<file path="src/rtl/clock_pkg.sv">
// Shared constants and helpers for the century clock counters.
// Month/year limits, widths and wrap-safe increment functions.
package clock_pkg;

  localparam int MON_MIN  = 1;
  localparam int MON_MAX  = 12;
  localparam int YEAR_MAX = 99;
  localparam int MON_W    = 4;
  localparam int YEAR_W   = 7;

  typedef logic [MON_W-1:0]  mon_t;
  typedef logic [YEAR_W-1:0] year_t;

  // Out-of-range months (0, 13..15) fall back to 1.
  function automatic mon_t mon_inc(mon_t m);
    if (m >= mon_t'(MON_MAX) || m < mon_t'(MON_MIN))
      return mon_t'(MON_MIN);
    return m + mon_t'(1);
  endfunction

  // Years above 99 fall back to 0.
  function automatic year_t year_inc(year_t y);
    if (y >= year_t'(YEAR_MAX))
      return '0;
    return y + year_t'(1);
  endfunction

endpackage

</file>
<file path="src/rtl/btn_sync_edge.sv">
// Synchroniser plus falling-edge pulse for an active-low button.
// Ports: clk, rst_n, btn_n (async, active-low) -> fall (1-cycle pulse).
module btn_sync_edge #(
  parameter int N = 2
) (
  input  logic clk,
  input  logic rst_n,
  input  logic btn_n,
  output logic fall
);

  logic [N-1:0] sync_q;
  logic         last_q;

  always_ff @(posedge clk or negedge rst_n) begin
    if (!rst_n) begin
      sync_q <= '1;
      last_q <= 1'b1;
    end else begin
      sync_q <= {sync_q[N-2:0], btn_n};
      last_q <= sync_q[N-1];
    end
  end

  assign fall = last_q & ~sync_q[N-1];

endmodule

</file>
<file path="src/rtl/count_mon_y.sv">
// Month/year counting stage: carry from day counter, set buttons.
// Ports: clk, rst_n, set_mon, set_y, pulse_mon -> cnt_mon, cnt_y, pulse_c.
module count_mon_y
  import clock_pkg::*;
#(
  parameter int SYNC_STAGES = 2
) (
  input  logic              clk,
  input  logic              rst_n,
  input  logic              set_mon,
  input  logic              set_y,
  input  logic              pulse_mon,
  output logic [MON_W-1:0]  cnt_mon,
  output logic [YEAR_W-1:0] cnt_y,
  output logic              pulse_c
);

  logic  mon_fall;
  logic  y_fall;
  logic  pulse_mon_q;
  logic  carry_rise;
  logic  year_carry;
  mon_t  mon_d;
  year_t yr_d;
  logic  pc_d;

  btn_sync_edge #(.N(SYNC_STAGES)) u_mon (
    .clk   (clk),
    .rst_n (rst_n),
    .btn_n (set_mon),
    .fall  (mon_fall)
  );

  btn_sync_edge #(.N(SYNC_STAGES)) u_y (
    .clk   (clk),
    .rst_n (rst_n),
    .btn_n (set_y),
    .fall  (y_fall)
  );

  assign carry_rise = pulse_mon & ~pulse_mon_q;

  // A set press in the same cycle swallows the carry entirely.
  assign year_carry = carry_rise & ~mon_fall
                    & (cnt_mon == mon_t'(MON_MAX));

  always_comb begin
    mon_d = cnt_mon;
    yr_d  = cnt_y;
    pc_d  = 1'b0;
    if (mon_fall || carry_rise)
      mon_d = mon_inc(cnt_mon);
    if (y_fall) begin
      yr_d = year_inc(cnt_y);
    end else if (year_carry) begin
      yr_d = year_inc(cnt_y);
      pc_d = (cnt_y == year_t'(YEAR_MAX));
    end
  end

  always_ff @(posedge clk or negedge rst_n) begin
    if (!rst_n) begin
      pulse_mon_q <= 1'b0;
      cnt_mon     <= mon_t'(MON_MIN);
      cnt_y       <= '0;
      pulse_c     <= 1'b0;
    end else begin
      pulse_mon_q <= pulse_mon;
      cnt_mon     <= mon_d;
      cnt_y       <= yr_d;
      pulse_c     <= pc_d;
    end
  end

endmodule
</file>
<file path="config.mk">
export PLATFORM = sky130hd
export DESIGN_NAME = count_mon_y
export DESIGN_NICKNAME = d
export VERILOG_FILES = /design/src/rtl/clock_pkg.sv /design/src/rtl/btn_sync_edge.sv /design/src/rtl/count_mon_y.sv
export SDC_FILE = /design/constraint.sdc
export NUM_CORES = 1
export LEC_CHECK = 0
export ABC_AREA = 0
export CAP_MARGIN = 15
export CORE_ASPECT_RATIO = 0.8
export CORE_MARGIN = 2
export CORE_UTILIZATION = 49
export DETAILED_ROUTE_END_ITERATION = 8
export PLACE_DENSITY = 0.85
export SLEW_MARGIN = 30
export SYNTH_ARGS = -nofsm -noshare
export SYNTH_HDL_FRONTEND = slang
export SYNTH_SLANG_ARGS = --single-unit
</file>
<file path="constraint.sdc">
create_clock -name clk -period 1.9 [get_ports clk]
set_input_delay 0.38 -clock clk [delete_from_list [all_inputs] [get_ports clk]]
set_output_delay 0.38 -clock clk [all_outputs]
set_load 0.01 [all_outputs]
</file>
==> flow_summary.json, run 1 <==
{
  "core_um2": 1660,
  "p_sw_uw": 504,
  "clock_path_buffers": 2,
  "cp.arrival_ps": 1410,
  "power_leakage_uw": 0.000476,
  "timing.fmax_mhz": 558,
  "intPower_uw": 873,
  "routed_via_density": 5.45,
  "holdWs_ps": 362,
  "yosysSeqAreaShare_pct": 55.0,
  "clk_pin_slew_ps": 100,
  "syn_avg_cell_area_um2": 10.6,
  "maxSlewViolCount": 0,
  "netSwitchingFraction_pct": 36.6,
  "cp.buffers_inverters": 1,
  "tns_ps": 0,
  "setup_violations": 0,
  "drt_iter0_markers": 10,
  "clock_insertion_delay_worst_skew_ps": 300,
  "synthCells": 83,
  "first_pass_iters": 4,
  "syn_nets": 92,
  "postRouteAntennaNets": 0,
  "final_net_count": 115,
  "total_power_uw": 1380,
  "ys.flop_type": "dfrtp_1",
  "ys.warnings.count": 0,
  "grt_max_degree": 20,
  "min_period_over_period_pct": 94.4,
  "layout_min_cycle_time_ps": 1790,
  "ys_ff_latch": 19,
  "area_growth_pct": 27.3,
  "cts_made_buffers": 3,
  "grt_pass1_vias": 718,
  "async_flop_share_pct": 100,
  "syn_area_um2": 880,
  "drt_wl_total_um": 1740,
  "io_pins": 17,
  "start_util_pct": 53.0,
  "design_area_um2": 1120,
  "post-dp-hpwl_um": 1320,
  "die_h_um": 41.9,
  "ff_latch_area_um2": 484,
  "cp_top_family": "flip-flops",
  "criticalPathCategory": "flip-flop to output port",
  "root_buffer": "clkbuf_4",
  "finalHoldViolCount": 0,
  "synth_edf_count": 0,
  "final_common_cell": "clkdlybuf4s50_1",
  "tritoncts": "done",
  "die-width_um": 51.4,
  "place.gp.congestion": 0.863,
  "relSlewSlack_pct": 77.3,
  "cts_hold_buf": 0,
  "cp_cell_sequence": "clkdlybuf4s50_1",
  "vdd_drop_max_mv": 0.752,
  "grt_pass1_wl_um": 3090,
  "grt_setup_unrepaired": "no",
  "p_comb_share_pct": 38.8,
  "max_stage_delay_ps": 580,
  "drc": 0,
  "multi_input_area_um2": 390,
  "cp-start-kind": "flip-flop",
  "hold_path.class": "flip-flop to flip-flop",
  "placed_area_um2": 1070,
  "final.setup_skew_ps": 2.66,
  "portBuffers": 16,
  "fillCellCount": 139,
  "status": "finished, final reports clean",
  "cap_violations": 0,
  "rows": 13,
  "fp.dieArea_um2": 2150,
  "cp_max_fo": 5,
  "clkPwrFrac_pct": 14.4,
  "clkSinkCount": 19,
  "track_usage_pct": 20.0,
  "grt-ovfl-total": 0,
  "drive_gt1_share_pct": 18.1,
  "vias": 692,
  "slowest_stage": "dfstp_2",
  "wl_per_cell_um": 13.7,
  "ys_types": 26,
  "final_cell_mix": "16 x clkdlybuf4s50_1, 12 x dfrtp_1, 9 x nand2_1, 8 x o21ai_0, 7 x dfstp_2",
  "antenna_found_initial": 0,
  "crit_required_ps": 1520,
  "tightestPinTransition_ps": 340,
  "p_seq_share_pct": 46.8,
  "htreeDepth": 1,
  "antenna_cells": 0,
  "end_kind": "output port",
  "power.density_nw_per_um2": 1230
}
==> sequential cells by signal, indices dropped and copies added, names as in the netlist <==
| name | cells |
|---|---|
| u_mon.last_q | 1 |
| u_mon.sync_q | 2 |
| u_y.sync_q | 2 |
| cnt_y | 7 |
| u_y.last_q | 1 |
| pulse_c | 1 |
| pulse_mon_q | 1 |
| cnt_mon | 4 |
==> synthesized netlist by cell type (2+ instances only) <==
cell	n	area share, %
nor2_1	5	2.1
nand3_1	6	3.4
nor3_1	4	2.3
dfstp_2	7	21
nand2_1	9	3.8
nand2b_1	4	2.8
and3_1	2	1.4
ha_1	4	5.7
a21oi_1	4	2.3
dfrtp_1	12	34
inv_1	4	1.7
o21ai_0	8	4.6
==> area by class of cell <==
| class | instances | share of cell area, % |
|---|---|---|
| sequential | 19 | 43.2 |
| clock inverter | 1 | 0.447 |
| timing repair buffer | 18 | 15.6 |
| multi-input combinational | 60 | 34.9 |
| clock buffer | 3 | 2.01 |
| tap | 22 | 2.46 |
| inverter | 4 | 1.34 |
==> what timing repair did <==
action	in CTS	in global routing
setup buffers	0	1
gates resized for setup	0	2
setup endpoints to repair	0	1
==> cells by family (layout without fill, tap and decap cells) <==
group | count (synthesis) | count (layout) | share of synthesized area (%)
adder cells (fa/ha/maj) | 4 | 4 | 5.69
multiplexers | 1 | 1 | 1.28
buffers and inverters | 4 | 26 | 1.71
AO/OA/AOI/OAI | 21 | 21 | 17.5
AND/OR/NAND/NOR | 34 | 34 | 18.8
flip-flops | 19 | 19 | 55.1
==> metal layers <==
layer  track usage [%]  vias up  part of all wire (%)
met5                 0        -                     0
met4              13.7        0                   3.4
met3              6.47        6                   3.6
met2              30.0       14                    47
met1              24.1      336                    46
li1                  -      336                     -
==> worst paths after layout <==
kind                       cells past startpoint  slack [ps]                 startpoint                         to
min                                            0         360  u_mon.sync_q[0]$_DFF_PN1_  u_mon.sync_q[1]$_DFF_PN1_
max reg2reg                                    6         140     cnt_mon[1]$_DFFE_PN0P_       cnt_y[6]$_DFFE_PN0P_
min in group asynchronous                      2         390                      rst_n       cnt_y[0]$_DFFE_PN0P_
min reg2reg                                    0         360  u_mon.sync_q[0]$_DFF_PN1_  u_mon.sync_q[1]$_DFF_PN1_
max                                            1         110     cnt_mon[0]$_DFFE_PN1P_                 cnt_mon[0]
max in group asynchronous                      2        1250                      rst_n       u_y.last_q$_DFF_PN1_
==> power groups by stage <==
| stage | clock [uW] | combinational [uW] | sequential, uW |
|---|---|---|---|
| after floorplan | 0 | 241 | 661 |
| after global placement | 0 | 509 | 637 |
| after detailed placement | 0 | 530 | 650 |
| after CTS | 206 | 532 | 641 |
| after global routing | 221 | 605 | 664 |
| final | 198 | 534 | 645 |
==> metrics by stage <==
stage / util (%) / std cells / setup WS (ps)
3_5_place_dp: 64.8 / 122 / -52.7
5_1_grt: 67.5 / 127 / 22.7
6_report: 67.5 / 127 / 106
2_1_floorplan: - / 83 / 318
4_1_cts: 66.4 / 126 / 92.7
3_3_place_gp: 64.8 / 122 / 44.1
Power figures use the tool's default switching activity.
==> inputs of run 2 (changes only) <==
--- a/config.mk
+++ b/config.mk
@@ -13,4 +13,5 @@
 export DETAILED_ROUTE_END_ITERATION = 8
 export PLACE_DENSITY = 0.85
+export SETUP_SLACK_MARGIN = 0.4
 export SLEW_MARGIN = 30
 export SYNTH_ARGS = -nofsm -noshare
==> constraint.sdc (replaced) <==
create_clock -name clk -period 1.9 [get_ports clk]
set_input_delay 0.38 -clock clk [delete_from_list [all_inputs] [get_ports clk]]
set_output_delay 0.38 -clock clk [all_outputs]
set_load 0.05 [all_outputs]
==> flow_summary.json, run 2 (synthesis gave the netlist of run 1 again) <==
{
  "tns_ps": 0,
  "htreeDepth": 1,
  "largest_register_ffs": 7,
  "final_cells": 131,
  "portBuffers": 16,
  "cp.arrival_ps": 1820,
  "track_usage_pct": 21.8,
  "ff2ff_path_depth": 7,
  "cap_violations": 0,
  "fillCellCount": 128,
  "maxSlewViolCount": 0,
  "grt-ovfl-total": 0,
  "clock_path_buffers": 2,
  "cp-start-kind": "flip-flop",
  "tritoncts": "done",
  "layout_min_cycle_time_ps": 1600,
  "largest-register": "cnt_y",
  "timing.fmax_mhz": 625,
  "clock_insertion_delay_worst_skew_ps": 300,
  "area_growth_pct": 36.7,
  "relSlewSlack_pct": 75.7,
  "end_kind": "flip-flop",
  "setup_violations": 0,
  "place.gp.congestion": 0.835,
  "cts_made_buffers": 3,
  "antenna_cells": 0,
  "multi_input_area_um2": 442,
  "drt_wl_total_um": 2110,
  "drive_gt1_share_pct": 46.8,
  "fp.dieArea_um2": 2150,
  "finalHoldViolCount": 0,
  "fin_ws_ps": 300,
  "final.setup_skew_ps": 2.78,
  "criticalPathCategory": "flip-flop to flip-flop",
  "vdd_drop_max_mv": 0.890,
  "rows": 13,
  "final_common_cell": "buf_4",
  "pre_cts_ws_ps": 5.34,
  "die-width_um": 51.4,
  "vias": 764,
  "hold_path.class": "flip-flop to flip-flop",
  "root_buffer": "clkbuf_4",
  "routed_via_density": 5.83,
  "timing.critical_path.to": "cnt_mon[0]$_DFFE_PN1P_",
  "crit_required_ps": 2120,
  "postRouteAntennaNets": 0,
  "power.density_nw_per_um2": 1520,
  "drt_iter0_markers": 29,
  "io_pins": 17,
  "final_cell_mix": "16 x buf_4, 9 x nand2_1, 8 x dfrtp_2, 6 x dfstp_2",
  "post-dp-hpwl_um": 1370,
  "grt_max_degree": 20,
  "core_um2": 1660,
  "grt_setup_unrepaired": "yes",
  "clkSinkCount": 19,
  "regToRegSetupSlack_ps": 300,
  "drc": 0,
  "antenna_found_initial": 0,
  "holdWs_ps": 364,
  "cp_max_fo": 3,
  "grt_pass1_wl_um": 3380,
  "top_regs": "cnt_y: 7 flops, cnt_mon: 4 flops",
  "reg2reg_to": "cnt_mon[0]$_DFFE_PN1P_",
  "worstReg2RegStart": "cnt_mon[0]$_DFFE_PN1P_",
  "power_leakage_uw": 0.000507,
  "clk_pin_slew_ps": 100,
  "first_pass_iters": 4,
  "die_h_um": 41.9,
  "min_period_over_period_pct": 84.2,
  "ff_latch_area_um2": 498,
  "status": "finished, final reports clean",
  "wl_per_cell_um": 16.1,
  "dp.cells": 122,
  "final_net_count": 119,
  "grt_pass1_vias": 740,
  "crit_start": "cnt_mon[0]$_DFFE_PN1P_",
  "start_util_pct": 53.0,
  "tightestPinTransition_ps": 360
}
-- run 2: changes by cell type in the layout (fill, tap and decap cells not counted), moves of 3 or more --
| cell | previous run | this run |
|---|---|---|
| dfrtp_2 | 0 | 8 |
| buf_4 | 2 | 16 |
| o21ai_1 | 0 | 3 |
| dfrtp_1 | 12 | 4 |
| o21ai_0 | 8 | 5 |
| clkdlybuf4s50_1 | 16 | 4 |
-- run 2: stage by stage --
stage          util [%]  power, uW  instance area, um^2
4_1_cts            71.9       1780                 1190
3_5_place_dp       67.3       1540                 1120
3_3_place_gp       67.3       1500                 1120
6_report           72.5       1820                 1200
2_1_floorplan         -       1250                  936
5_1_grt            72.5       1920                 1200
-- run 2: critical path, cell delays in order, from the launching register on --
cell,delay (ps)
dfstp_4,510
inv_4,60
buf_4,100
ha_1,140
nand2b_1,70
o21ai_0,320
nor2_1,100
a21oi_1,220
-- run 2: per-layer routing --
metal | GRT usage, % | share of wire (%)
met4 | 14.2 | 4.6
met2 | 32.8 | 49
met5 | 0 | 0
met3 | 7.19 | 7.6
met1 | 26.3 | 39
-- run 2: report_power, final --
group | switching (uW) | internal [uW]
clock | 124 | 80.3
combinational | 581 | 341
sequential | 167 | 531
-- run 2: timing repair --
action,CTS,global route
endpoints found under the setup margin,8,12
pin swaps,8,8
endpoints found under the hold margin,0,0
gates cloned,0,0
hold buffers,0,0
gates resized for setup,5,5
buffers inserted,4,1
-- run 2: cell type report --
cell class	count	area share, %
clock buffer	3	1.87
tap	22	2.29
sequential	19	41.4
timing repair buffer	22	15.4
multi-input combinational	60	36.7
clock inverter	1	0.624
inverter	4	1.66
-- run 2: how the worst min path moves through the flow --
stage,slack (ps),cells after the start,from,endpoint
5_1_grt,370,0,u_y.sync_q[0]$_DFF_PN1_,u_y.sync_q[1]$_DFF_PN1_
3_5_place_dp,350,0,u_y.sync_q[0]$_DFF_PN1_,u_y.sync_q[1]$_DFF_PN1_
3_3_place_gp,350,0,u_mon.sync_q[0]$_DFF_PN1_,u_mon.sync_q[1]$_DFF_PN1_
4_1_cts,370,0,u_mon.sync_q[0]$_DFF_PN1_,u_mon.sync_q[1]$_DFF_PN1_
6_report,360,0,u_mon.sync_q[0]$_DFF_PN1_,u_mon.sync_q[1]$_DFF_PN1_
2_1_floorplan,80,0,rst_n,cnt_mon[1]$_DFFE_PN0P_
